$ cat config.mk
export PLATFORM = sky130hd
export DESIGN_NAME = variable_delay_ctrl_flat
export DESIGN_NICKNAME = d
export VERILOG_FILES = /design/src/rtl/variable_delay_ctrl_pkg.sv /design/src/rtl/variable_delay_ctrl_if.sv /design/src/rtl/variable_delay_ctrl_timer.sv /design/src/rtl/variable_delay_ctrl.sv /design/src/flat_wrapper.sv
export SDC_FILE = /design/constraint.sdc
export NUM_CORES = 1
export LEC_CHECK = 0
export ABC_CLOCK_PERIOD_IN_PS = 2400
export BUFFER_PORTS_ARGS = -buffer_cell sky130_fd_sc_hd__buf_4
export CORE_UTILIZATION = 52
export CTS_BUF_LIST = sky130_fd_sc_hd__clkbuf_4 sky130_fd_sc_hd__clkbuf_8
export CTS_CLUSTER_DIAMETER = 200
export DETAILED_ROUTE_END_ITERATION = 12
export GPL_TIMING_DRIVEN = 0
export HOLD_SLACK_MARGIN = 0.06
export PLACE_DENSITY = 0.78
export SLEW_MARGIN = 15
export SYNTH_ARGS = -nofsm -noshare
export SYNTH_HDL_FRONTEND = slang
export SYNTH_SLANG_ARGS = --single-unit
$ cat constraint.sdc
create_clock -name CLK -period 2.4 [get_ports CLK]
set_clock_uncertainty 0.1 [all_clocks]
set_input_delay 0.24 -clock CLK [delete_from_list [all_inputs] [get_ports CLK]]
set_output_delay 0.24 -clock CLK [all_outputs]
set_load 0.02 [all_outputs]
$ cat src/rtl/variable_delay_ctrl_pkg.sv
// Shared types and helpers for the variable-delay sequencer: FSM states,
// per-state output decode and counter sizing.
package variable_delay_pkg;

    localparam int DELAY_W = 7;
    localparam int CNT_W   = DELAY_W + 2;

    typedef enum logic [1:0] {
        FLUSH = 2'd0,
        FILL  = 2'd1,
        RUN   = 2'd2,
        FAULT = 2'd3
    } ctrl_state_t;

    typedef struct packed {
        logic cfg_ready;
        logic locked;
        logic busy;
        logic dly_resetn;
        logic fifo_rst;
    } ctrl_outs_t;

    // Outputs are registered alongside the state, so decode from the state being entered.
    function automatic ctrl_outs_t state_outs(input ctrl_state_t s);
        ctrl_outs_t o;
        o.cfg_ready  = (s == RUN) || (s == FAULT);
        o.locked     = (s == RUN);
        o.busy       = (s == FLUSH) || (s == FILL);
        o.dly_resetn = (s != FLUSH);
        o.fifo_rst   = (s == FLUSH);
        return o;
    endfunction

    function automatic int clogb2(input int value);
        int r;
        r = 0;
        for (int v = value - 1; v > 0; v = v >> 1) begin
            r = r + 1;
        end
        return r;
    endfunction

endpackage

$ cat src/rtl/variable_delay_ctrl_if.sv
// Config handshake, delay-module/FIFO control and status bundle of the sequencer.
// slave = sequencer side, master = the environment driving configs and the delay line.
interface variable_delay_ctrl_if
    import variable_delay_pkg::*;
#(
    parameter int MAX_DELAY_CNT_WIDTH = DELAY_W
);
    logic [MAX_DELAY_CNT_WIDTH-1:0] CFG_DELAY;
    logic                           CFG_VALID;
    logic                           CFG_READY;
    logic                           DLY_RESETN;
    logic [MAX_DELAY_CNT_WIDTH-1:0] DLY_DELAY;
    logic                           FIFO_RST;
    logic                           DLY_READY;
    logic                           DLY_VALID;
    logic                           FIFO_FULL;
    logic                           OUT_VALID;
    logic                           LOCKED;
    logic                           BUSY;
    logic                           ERR_TIMEOUT;
    logic                           ERR_OVERFLOW;

    modport slave (
        input  CFG_DELAY, CFG_VALID, DLY_READY, DLY_VALID, FIFO_FULL,
        output CFG_READY, DLY_RESETN, DLY_DELAY, FIFO_RST,
               OUT_VALID, LOCKED, BUSY, ERR_TIMEOUT, ERR_OVERFLOW
    );

    modport master (
        output CFG_DELAY, CFG_VALID, DLY_READY, DLY_VALID, FIFO_FULL,
        input  CFG_READY, DLY_RESETN, DLY_DELAY, FIFO_RST,
               OUT_VALID, LOCKED, BUSY, ERR_TIMEOUT, ERR_OVERFLOW
    );
endinterface

$ cat src/rtl/variable_delay_ctrl_timer.sv
// delay_cycle_timer: up-counter with synchronous clear/load and a terminal-count
// compare; times both the flush hold and the refill window.
module delay_cycle_timer
    import variable_delay_pkg::*;
#(
    parameter int CNT_WIDTH = CNT_W
) (
    input  logic                 CLK,
    input  logic                 RESETN,
    input  logic                 clr,
    input  logic                 load,
    input  logic                 en,
    input  logic [CNT_WIDTH-1:0] load_val,
    input  logic [CNT_WIDTH-1:0] term_val,
    output logic                 at_term
);
    logic [CNT_WIDTH-1:0] cnt_reg;

    always_ff @(posedge CLK) begin
        if (!RESETN || clr) begin
            cnt_reg <= '0;
        end else if (load) begin
            cnt_reg <= load_val;
        end else if (en) begin
            cnt_reg <= cnt_reg + 1'b1;
        end
    end

    assign at_term = (cnt_reg == term_val);
endmodule

$ cat src/rtl/variable_delay_ctrl.sv
// Flush/refill sequencer for a variable delay line and its FIFO.
// Optional macro VARIABLE_DELAY_CTRL_CLAMP_EN clamps oversize delay requests to MAX_DELAY.
module variable_delay_ctrl
    import variable_delay_pkg::*;
#(
    parameter int MAX_DELAY_CNT_WIDTH = DELAY_W,
    parameter int DEFAULT_DELAY       = 0,
    parameter int MAX_DELAY           = 100,
    parameter int FLUSH_CYCLES        = 4,
    parameter int FILL_MARGIN         = 8
) (
    input  logic                 CLK,
    input  logic                 RESETN,
    variable_delay_ctrl_if.slave bus
);
    localparam int W     = MAX_DELAY_CNT_WIDTH;
    localparam int LIM_W = W + 2;
    localparam int FL_W  = clogb2(FLUSH_CYCLES) + 1;
    localparam int CTR_W = (LIM_W > FL_W) ? LIM_W : FL_W;

    ctrl_state_t      state_reg;
    ctrl_outs_t       outs_reg;
    logic [W-1:0]     dly_delay_reg;
    logic             err_timeout_reg;
    logic             err_overflow_reg;

    logic [LIM_W-1:0] fill_limit;
    logic [CTR_W-1:0] term_val;
    logic             at_term;
    logic             tmr_clr;
    logic             tmr_load;
    logic             tmr_en;
    logic             accept;
    logic             too_big;
    logic             take;
    logic [W-1:0]     new_delay;
    logic             unused_dly_ready;

    assign unused_dly_ready = bus.DLY_READY;

    // Widened by two bits so DLY_DELAY + margin never wraps.
    assign fill_limit = LIM_W'(dly_delay_reg) + LIM_W'(FILL_MARGIN + 2);
    assign accept     = outs_reg.cfg_ready && bus.CFG_VALID;
    assign too_big    = bus.CFG_DELAY > W'(MAX_DELAY);

`ifdef VARIABLE_DELAY_CTRL_CLAMP_EN
    assign take      = accept;
    assign new_delay = too_big ? W'(MAX_DELAY) : bus.CFG_DELAY;
`else
    assign take      = accept && !too_big;
    assign new_delay = bus.CFG_DELAY;
`endif

    // FILL ends on the cycle the running count would reach the limit.
    always_comb begin
        tmr_clr  = 1'b0;
        tmr_load = take;
        tmr_en   = 1'b0;
        term_val = CTR_W'(FLUSH_CYCLES - 1);
        case (state_reg)
            FLUSH: begin
                tmr_clr = at_term;
                tmr_en  = 1'b1;
            end
            FILL: begin
                term_val = CTR_W'(fill_limit - 1'b1);
                tmr_en   = 1'b1;
            end
            default: begin
                tmr_en = 1'b0;
            end
        endcase
    end

    delay_cycle_timer #(
        .CNT_WIDTH (CTR_W)
    ) u_timer (
        .CLK      (CLK),
        .RESETN   (RESETN),
        .clr      (tmr_clr),
        .load     (tmr_load),
        .en       (tmr_en),
        .load_val ('0),
        .term_val (term_val),
        .at_term  (at_term)
    );

    always_ff @(posedge CLK) begin
        if (!RESETN) begin
            state_reg        <= FLUSH;
            outs_reg         <= state_outs(FLUSH);
            dly_delay_reg    <= W'(DEFAULT_DELAY);
            err_timeout_reg  <= 1'b0;
            err_overflow_reg <= 1'b0;
        end else begin
            case (state_reg)
                FLUSH: begin
                    if (at_term) begin
                        state_reg <= FILL;
                        outs_reg  <= state_outs(FILL);
                    end
                end
                FILL: begin
                    if (bus.DLY_VALID) begin
                        state_reg <= RUN;
                        outs_reg  <= state_outs(RUN);
                    end else if (at_term) begin
                        err_timeout_reg <= 1'b1;
                        state_reg       <= FAULT;
                        outs_reg        <= state_outs(FAULT);
                    end
                end
                default: begin
                    // An oversize request that is dropped still blocks the overflow update.
                    if (take) begin
                        dly_delay_reg    <= new_delay;
                        err_timeout_reg  <= 1'b0;
                        err_overflow_reg <= 1'b0;
                        state_reg        <= FLUSH;
                        outs_reg         <= state_outs(FLUSH);
                    end else if (!accept && state_reg == RUN && bus.FIFO_FULL) begin
                        err_overflow_reg <= 1'b1;
                    end
                end
            endcase
        end
    end

    assign bus.CFG_READY    = outs_reg.cfg_ready;
    assign bus.LOCKED       = outs_reg.locked;
    assign bus.BUSY         = outs_reg.busy;
    assign bus.DLY_RESETN   = outs_reg.dly_resetn;
    assign bus.FIFO_RST     = outs_reg.fifo_rst;
    assign bus.DLY_DELAY    = dly_delay_reg;
    assign bus.ERR_TIMEOUT  = err_timeout_reg;
    assign bus.ERR_OVERFLOW = err_overflow_reg;
    assign bus.OUT_VALID    = bus.DLY_VALID && outs_reg.locked;
endmodule

$ cat src/flat_wrapper.sv
// flat-port wrapper written by rule: the top's interface ports become plain ports
module variable_delay_ctrl_flat import variable_delay_pkg::*;
#(
    parameter int MAX_DELAY_CNT_WIDTH = DELAY_W,
    parameter int DEFAULT_DELAY       = 0,
    parameter int MAX_DELAY           = 100,
    parameter int FLUSH_CYCLES        = 4,
    parameter int FILL_MARGIN         = 8
)
  (CLK, RESETN, bus_CFG_DELAY, bus_CFG_VALID, bus_DLY_READY, bus_DLY_VALID, bus_FIFO_FULL, bus_CFG_READY, bus_DLY_RESETN, bus_DLY_DELAY, bus_FIFO_RST, bus_OUT_VALID, bus_LOCKED, bus_BUSY, bus_ERR_TIMEOUT, bus_ERR_OVERFLOW);
  variable_delay_ctrl_if #(.MAX_DELAY_CNT_WIDTH(MAX_DELAY_CNT_WIDTH)) bus_i ();
  input  logic CLK;
  input  logic RESETN;
  input wire logic [$bits(bus_i.CFG_DELAY)-1:0] bus_CFG_DELAY;
  input wire logic [$bits(bus_i.CFG_VALID)-1:0] bus_CFG_VALID;
  input wire logic [$bits(bus_i.DLY_READY)-1:0] bus_DLY_READY;
  input wire logic [$bits(bus_i.DLY_VALID)-1:0] bus_DLY_VALID;
  input wire logic [$bits(bus_i.FIFO_FULL)-1:0] bus_FIFO_FULL;
  output wire logic [$bits(bus_i.CFG_READY)-1:0] bus_CFG_READY;
  output wire logic [$bits(bus_i.DLY_RESETN)-1:0] bus_DLY_RESETN;
  output wire logic [$bits(bus_i.DLY_DELAY)-1:0] bus_DLY_DELAY;
  output wire logic [$bits(bus_i.FIFO_RST)-1:0] bus_FIFO_RST;
  output wire logic [$bits(bus_i.OUT_VALID)-1:0] bus_OUT_VALID;
  output wire logic [$bits(bus_i.LOCKED)-1:0] bus_LOCKED;
  output wire logic [$bits(bus_i.BUSY)-1:0] bus_BUSY;
  output wire logic [$bits(bus_i.ERR_TIMEOUT)-1:0] bus_ERR_TIMEOUT;
  output wire logic [$bits(bus_i.ERR_OVERFLOW)-1:0] bus_ERR_OVERFLOW;
  assign bus_i.CFG_DELAY = bus_CFG_DELAY;
  assign bus_i.CFG_VALID = bus_CFG_VALID;
  assign bus_i.DLY_READY = bus_DLY_READY;
  assign bus_i.DLY_VALID = bus_DLY_VALID;
  assign bus_i.FIFO_FULL = bus_FIFO_FULL;
  assign bus_CFG_READY = bus_i.CFG_READY;
  assign bus_DLY_RESETN = bus_i.DLY_RESETN;
  assign bus_DLY_DELAY = bus_i.DLY_DELAY;
  assign bus_FIFO_RST = bus_i.FIFO_RST;
  assign bus_OUT_VALID = bus_i.OUT_VALID;
  assign bus_LOCKED = bus_i.LOCKED;
  assign bus_BUSY = bus_i.BUSY;
  assign bus_ERR_TIMEOUT = bus_i.ERR_TIMEOUT;
  assign bus_ERR_OVERFLOW = bus_i.ERR_OVERFLOW;
  variable_delay_ctrl #(.MAX_DELAY_CNT_WIDTH(MAX_DELAY_CNT_WIDTH), .DEFAULT_DELAY(DEFAULT_DELAY), .MAX_DELAY(MAX_DELAY), .FLUSH_CYCLES(FLUSH_CYCLES), .FILL_MARGIN(FILL_MARGIN)) u_core (.CLK(CLK), .RESETN(RESETN), .bus(bus_i));
endmodule
==> metrics, run 1 <==
CP startpoint kind=flop; worst reg-to-reg setup slack=-0.29 ns; reg2reg start=u_core.bus.DLY_DELAY[1]$_SDFFE_PN0P_; cts bufs inserted=3; FFs w/ async S/R, synth=0; syn_area_per_cell=8.36 µm²; Final GP Congestion=0.955; Hold EP=u_core.bus.LOCKED$_SDFFE_PN0P_; Crit. End Element=flop; clock sinks=24; met2 Resource Use GR=0.455; Tmin final=2.69 ns; Initial Utilization=0.548; Site Rows=20; worst r2r dst=u_core.bus.BUSY$_SDFFE_PN1P_; Min-Delay Path Depth=3; number of global-route vias before repair=1545; Residual DRC=0; Fin. Hold Viols=0; top-count cell post-synth=dfxtp_1; switching power=524 µW; Antenna Cells=0; Max Slew Vio Count=0; CTS tree=built; WL/cell=15.1 µm; #FFs+latches synth=24; initial antenna violation count=0; layer with the highest usage=met2; Worst-Skew Late Latency=0.32 ns; Final Util=0.729; status=complete, but fails checks; top cells by area, synth=dfxtp_1 29%, nor2b_1 4.9%, mux2i_1 4.8%; Distinct cells, synth=55; Core Box Area=0.00305 mm²; met3 track demand over resource=0.0308; Remaining Overflow, GRT=0; syn nets=217; IO Port Bufs=26; Sw Ratio=0.364; Pwr per Cell Area=646 mW/mm²; post-route ant nets=0; Hold-fix buffers, CTS=0; final setup margin=-0.288 ns; Die Y=58.7 µm; Mapped Cells=200; final WL=4.28 mm; Initial DRC Count=150; die area=0.00345 mm²; Max-Cap Viols=0; Post-synth top cells=24 x dfxtp_1, 18 x nor2_1, 17 x nand2_1; clk slew on worst S/H paths=0.14 ns; Crit path required time=2.52 ns; EDFF count, synth=0; largest net degree at the start of global routing=15; Boundary Pins=28; Internal Power=914 µW; post-synthesis sequential area ratio=0.287; combinational share of power=0.434; area share of the largest cell type after synthesis=0.287; post-synth top area cell=dfxtp_1; CP arrival=2.81 ns; Rel. slew slack=0.622; final hold slack=0.0645 ns; Max Buffers Root-to-Sink=2; pin slew with the least headroom to its limit=0.567 ns; leakage power=0.870 nW; met1 usage=0.302; Hold Startpoint=bus_DLY_VALID; Fmax achieved=372 MHz; clock share of power=0.206; sequential power share=0.361; layout cell share with drive strength beyond 1=0.293; area delta synth->final=33.1%; htree depth=1; nets@finish=257; R2R depth=10; worst vdd ir=475 µV; critical path peak fanout=5; die width=58.7 µm; max reg flops=9; CP Class=flop to flop; vias=1624; drt via density=5.74; Final Cycle Share=1.12; failing checks=setup timing; Synth Warn #=0; RSZ-0062 raised after global routing=yes; DPL Wire Length=3.01 mm; gr usage total=0.252; Post-Syn Area=0.00167 mm²; worst hold path type=input pin to flop; clk root buf=clkbuf_4; Initial DRT Pass Iterations=4; pre-CTS worst setup slack=-0.319 ns; Main synth FF type=dfxtp_1; first-pass GRT wire length=6.67 mm; final setup violation count=16
final cells by class:
class / count / area (µm²)
timing repair buffer: 36 / 270
fill: 236 / 828
multi-input combinational: 158 / 1270
inverter: 2 / 7.51
buffer: 15 / 80.1
tap: 44 / 55.1
sequential: 24 / 492
clock inverter: 1 / 30.0
clock buffer: 3 / 22.5
power by group through the flow:
stage / sequential [mW] / clock (mW) / combinational [mW]
floorplan: 0.554 / 0 / 0.351
global placement: 0.516 / 0 / 0.527
detailed placement: 0.523 / 0 / 0.543
CTS: 0.516 / 0.298 / 0.603
global route: 0.526 / 0.313 / 0.670
finish: 0.518 / 0.296 / 0.623
cells in the final DEF, fill, tap and decap left out, types with 2 or more instances in the layout:
cell / instances
clkbuf_1: 8
buf_4: 40
nand4b_1: 2
nand3_1: 4
clkbuf_4: 3
nor3_1: 5
and3_1: 2
nand2_1: 17
xnor2_1: 5
nor2b_2: 2
o211ai_1: 2
xnor2_2: 2
nor2_1: 18
xor2_1: 9
and2_1: 3
o21ai_1: 2
nand4_1: 5
nor2b_1: 11
o21ai_0: 10
nor4bb_1: 2
a21oi_1: 5
dfxtp_1: 21
a31oi_1: 4
inv_1: 2
nor3b_1: 2
dfxtp_4: 3
ha_4: 3
mux2i_1: 8
nor4b_2: 2
nand2b_1: 2
cell families after synthesis:
group | after synthesis | share of synthesized area
flip-flops | 24 | 0.287
AO/OA/AOI/OAI | 40 | 0.168
XOR/XNOR | 19 | 0.113
buffers and inverters | 18 | 0.0509
multiplexers | 8 | 0.0479
adder cells (fa/ha/maj) | 4 | 0.0299
AND/OR/NAND/NOR | 87 | 0.302
per-stage QoR:
step / power (mW) / cells / TNS [ns] / cell area (µm²)
6_report: 1.44 / 283 / -3.79 / 2220
5_1_grt: 1.51 / 283 / -5.68 / 2220
4_1_cts: 1.42 / 283 / -3.02 / 2190
3_5_place_dp: 1.07 / 270 / -3.98 / 2000
3_3_place_gp: 1.04 / 270 / -3.24 / 2000
2_1_floorplan: 0.905 / 200 / -0.775 / 1750
metal layers:
| metal | share of wire | up-vias |
|---|---|---|
| met2 | 0.52 | 33 |
| met3 | 0.032 | 6 |
| li1 | - | 792 |
| met1 | 0.44 | 793 |
| met5 | 0 | - |
| met4 | 0.011 | 0 |
timing repair:
| item | 4_1_cts | 5_1_grt |
|---|---|---|
| buffers inserted | 9 | 0 |
| endpoints found under the setup margin | 16 | 16 |
| cloned | 1 | 0 |
| pin swaps | 5 | 1 |
| resized for setup | 14 | 5 |
worst max path at each step:
stage | from | to | slack [ns] | cells past startpoint
2_1_floorplan | u_core.bus.DLY_DELAY[1]$_SDFFE_PN0P_ | u_core.u_timer.cnt_reg[2]$_SDFFE_PP0N_ | -0.08 | 10
3_3_place_gp | u_core.bus.DLY_DELAY[1]$_SDFFE_PN0P_ | u_core.bus.CFG_READY$_SDFFE_PN0P_ | -0.28 | 11
3_5_place_dp | u_core.bus.DLY_DELAY[0]$_SDFFE_PN0P_ | u_core.u_timer.cnt_reg[7]$_SDFFE_PP0N_ | -0.32 | 11
4_1_cts | u_core.bus.DLY_DELAY[1]$_SDFFE_PN0P_ | u_core.bus.DLY_RESETN$_SDFFE_PN0P_ | -0.21 | 9
5_1_grt | u_core.bus.DLY_DELAY[1]$_SDFFE_PN0P_ | u_core.bus.BUSY$_SDFFE_PN1P_ | -0.41 | 10
6_report | u_core.bus.DLY_DELAY[1]$_SDFFE_PN0P_ | u_core.bus.BUSY$_SDFFE_PN1P_ | -0.29 | 10
worst max-delay path: stages, from the launching register on:
cell,delay [ns]
dfxtp_4,0.41
ha_4,0.28
nand2b_4,0.16
nor4b_2,0.27
a31oi_2,0.09
xor3_1,0.20
and4b_1,0.21
nor4_4,0.41
o41ai_4,0.15
buf_4,0.17
o21bai_1,0.14
No activity file was read; power rests on OpenSTA's default activity.
==> run 2, diff against run 1 <==
Settings changed: ABC_CLOCK_PERIOD_IN_PS 2400 to 3050, CORE_UTILIZATION 52 to 58, PLACE_DENSITY 0.78 to 0.9.
Clock period 2.4 ns to 3.05 ns, I/O delays scaled along.
==> metrics, run 2 (synthesis gave the netlist of run 1 again) <==
Worst path max stage delay=0.45 ns (+0.04 ns); total placed instance area=0.00191 mm² (-4.9%); layout cell share with drive strength beyond 1=0.192 (-0.101); nets@finish=248 (-3.5%); Tmin final=2.89 ns (+0.202 ns); status=finished clean; worst vdd ir=466 µV (-2.0%); Top delay family on crit path=compound AO/OA/AOI/OAI gates; Initial DRT Pass Iterations=4 (unchanged); Max Buffers Root-to-Sink=2 (unchanged); worst reg-to-reg setup slack=0.16 ns (+0.45 ns); most common cell after layout, fill and taps aside=buf_4; Max Slew Vio Count=0 (unchanged); commonest non-fill, non-tap cells in the layout=27 x buf_4, 24 x dfxtp_1, 18 x nor2_1, 17 x nand2_1, 13 x nor2b_1; post-route ant nets=0 (unchanged); Slowest-stage cell, CP=a2111oi_2; reg2reg start=u_core.bus.DLY_DELAY[1]$_SDFFE_PN0P_; initial antenna violation count=0 (unchanged); Crit path required time=3.15 ns (+0.63 ns); IO Port Bufs=26 (unchanged); area of the multi-input gates=0.00112 mm² (-11%); first-pass GRT wire length=5.96 mm (-11%); Boundary Pins=28 (unchanged); CP Class=flop to flop; Min-Delay Path Depth=3 (unchanged); final setup violation count=0 (-16); Layout fillers=214 (-9.3%); placed cells=257 (-4.8%); max reg flops=9 (unchanged); number of global-route vias before repair=1301 (-16%); Fin. Hold Viols=0 (unchanged); Final Cell Area=0.00195 mm² (-13%); Worst-Skew Late Latency=0.30 ns (-0.02 ns); CP Cell Sequence=ha_1 -> buf_2 -> nand4b_1 -> a2111oi_2 -> nor2_1 -> mux2i_1 -> a221oi_2 -> nand4b_2 -> o41ai_4 -> buf_4 -> a21oi_1; clk root buf=clkbuf_4; clock sinks=24 (unchanged); CP arrival=2.99 ns (+0.18 ns); Remaining Overflow, GRT=0 (unchanged); RSZ-0062 raised after global routing=no; met3 track demand over resource=0.0209 (-0.00984); Initial Utilization=0.611 (+0.0639); Max-Cap Viols=0 (unchanged); Die Y=55.7 µm (-5.1%); die width=55.7 µm (-5.1%); worst hold path type=input pin to flop; Hold EP=u_core.bus.LOCKED$_SDFFE_PN0P_; CTS tree=built; gr usage total=0.240 (-0.0120); final WL=3.79 mm (-12%); largest net degree at the start of global routing=13 (-2); Pwr per Cell Area=499 mW/mm² (-23%); vias=1573 (-3.1%); layer with the highest usage=met2; Fmax achieved=346 MHz (-7.0%); storage element area=480 µm² (-2.3%); CP startpoint kind=flop; Final Cycle Share=0.948 (-0.172); R2R depth=11 (+1); met2 Resource Use GR=0.411 (-0.0435); fin cells=260 (-8.1%); Antenna Cells=0 (unchanged); met1 usage=0.327 (+0.0256); clk slew on worst S/H paths=0.13 ns (about the same); Final GP Congestion=0.863 (-9.7%); Site Rows=19 (-5.0%); pin slew with the least headroom to its limit=0.543 ns (-0.0246 ns); WL/cell=14.6 µm (-3.8%); drt via density=6.05 (+5.4%); Rel. slew slack=0.637 (+0.0147); Final TNS setup=0 ns (+3.79 ns); Residual DRC=0 (unchanged); leakage power=0.785 nW (-9.7%); Crit. End Element=flop; area delta synth->final=16.4%; worst r2r dst=u_core.bus.CFG_READY$_SDFFE_PN0P_; die area=0.00310 mm² (-10%); DPL Wire Length=2.81 mm (-6.5%); cts bufs inserted=3 (unchanged); postcts setup bufs=0 (-9); Core Box Area=0.00273 mm² (-10%); critical path peak fanout=10 (+5); htree depth=1 (unchanged); Initial DRC Count=71 (-53%); Hold Startpoint=bus_DLY_VALID; worst path bufs/invs=2 (+1)
run 2: changes by cell type in the layout (fill, tap and decap cells not counted), sizes merged:
cell	previous run	this run
bufinv	1	0
buf	43	34
run 2: layout make-up:
cell class	instances	area share
buffer	16	0.0399
clock buffer	3	0.0116
multi-input combinational	158	0.577
inverter	2	0.00386
timing repair buffer	26	0.100
tap	31	0.0199
sequential	24	0.247
run 2: report_power, final:
part | internal, mW | switching, mW
registers | 0.359 | 0.0454
clock network | 0.0461 | 0.0909
logic | 0.185 | 0.243
total | 0.591 | 0.380
run 2: repair_timing:
item / CTS / global route
setup endpoints to repair: 0 / 11
hold buffers: 0 / 0
gates resized for setup: 0 / 3
run 2: per-layer routing:
layer | wire [µm] | up-vias
met3 | 162 | 4
met2 | 1860 | 51
met4 | 31 | 0
met1 | 1730 | 741
li1 | - | 777
met5 | 0 | -
run 2: tightest hold or removal path: cells and delay by family:
family,cells,cell delay (ns)
simple gates,2,0.12
buf+inv,1,0.10
run 2: worst max path at each step:
stage | slack (ns) | from | cells past startpoint | end
2_1_floorplan | 0.35 | u_core.bus.DLY_DELAY[1]$_SDFFE_PN0P_ | 11 | u_core.u_timer.cnt_reg[2]$_SDFFE_PP0N_
3_3_place_gp | 0.08 | u_core.bus.DLY_DELAY[1]$_SDFFE_PN0P_ | 11 | u_core.bus.CFG_READY$_SDFFE_PN0P_
3_5_place_dp | 0.04 | u_core.bus.DLY_DELAY[1]$_SDFFE_PN0P_ | 11 | u_core.u_timer.cnt_reg[6]$_SDFFE_PP0N_
4_1_cts | 0.007 | u_core.bus.DLY_DELAY[1]$_SDFFE_PN0P_ | 11 | u_core.u_timer.cnt_reg[6]$_SDFFE_PP0N_
5_1_grt | 0.01 | u_core.bus.DLY_DELAY[1]$_SDFFE_PN0P_ | 11 | u_core.u_timer.cnt_reg[6]$_SDFFE_PP0N_
6_report | 0.16 | u_core.bus.DLY_DELAY[1]$_SDFFE_PN0P_ | 11 | u_core.bus.CFG_READY$_SDFFE_PN0P_
run 2: stage by stage:
| stage | util | hold slack [ns] | worst slack (ns) | power [mW] |
|---|---|---|---|---|
| after floorplan | - | 0.328 | 0.350 | 0.697 |
| after global placement | 0.697 | 0.342 | 0.0803 | 0.806 |
| after detailed placement | 0.697 | 0.355 | 0.0396 | 0.820 |
| after CTS | 0.705 | 0.148 | 0.00688 | 0.955 |
| after global routing | 0.712 | 0.146 | 0.0123 | 1.03 |
| final | 0.712 | 0.146 | 0.160 | 0.970 |
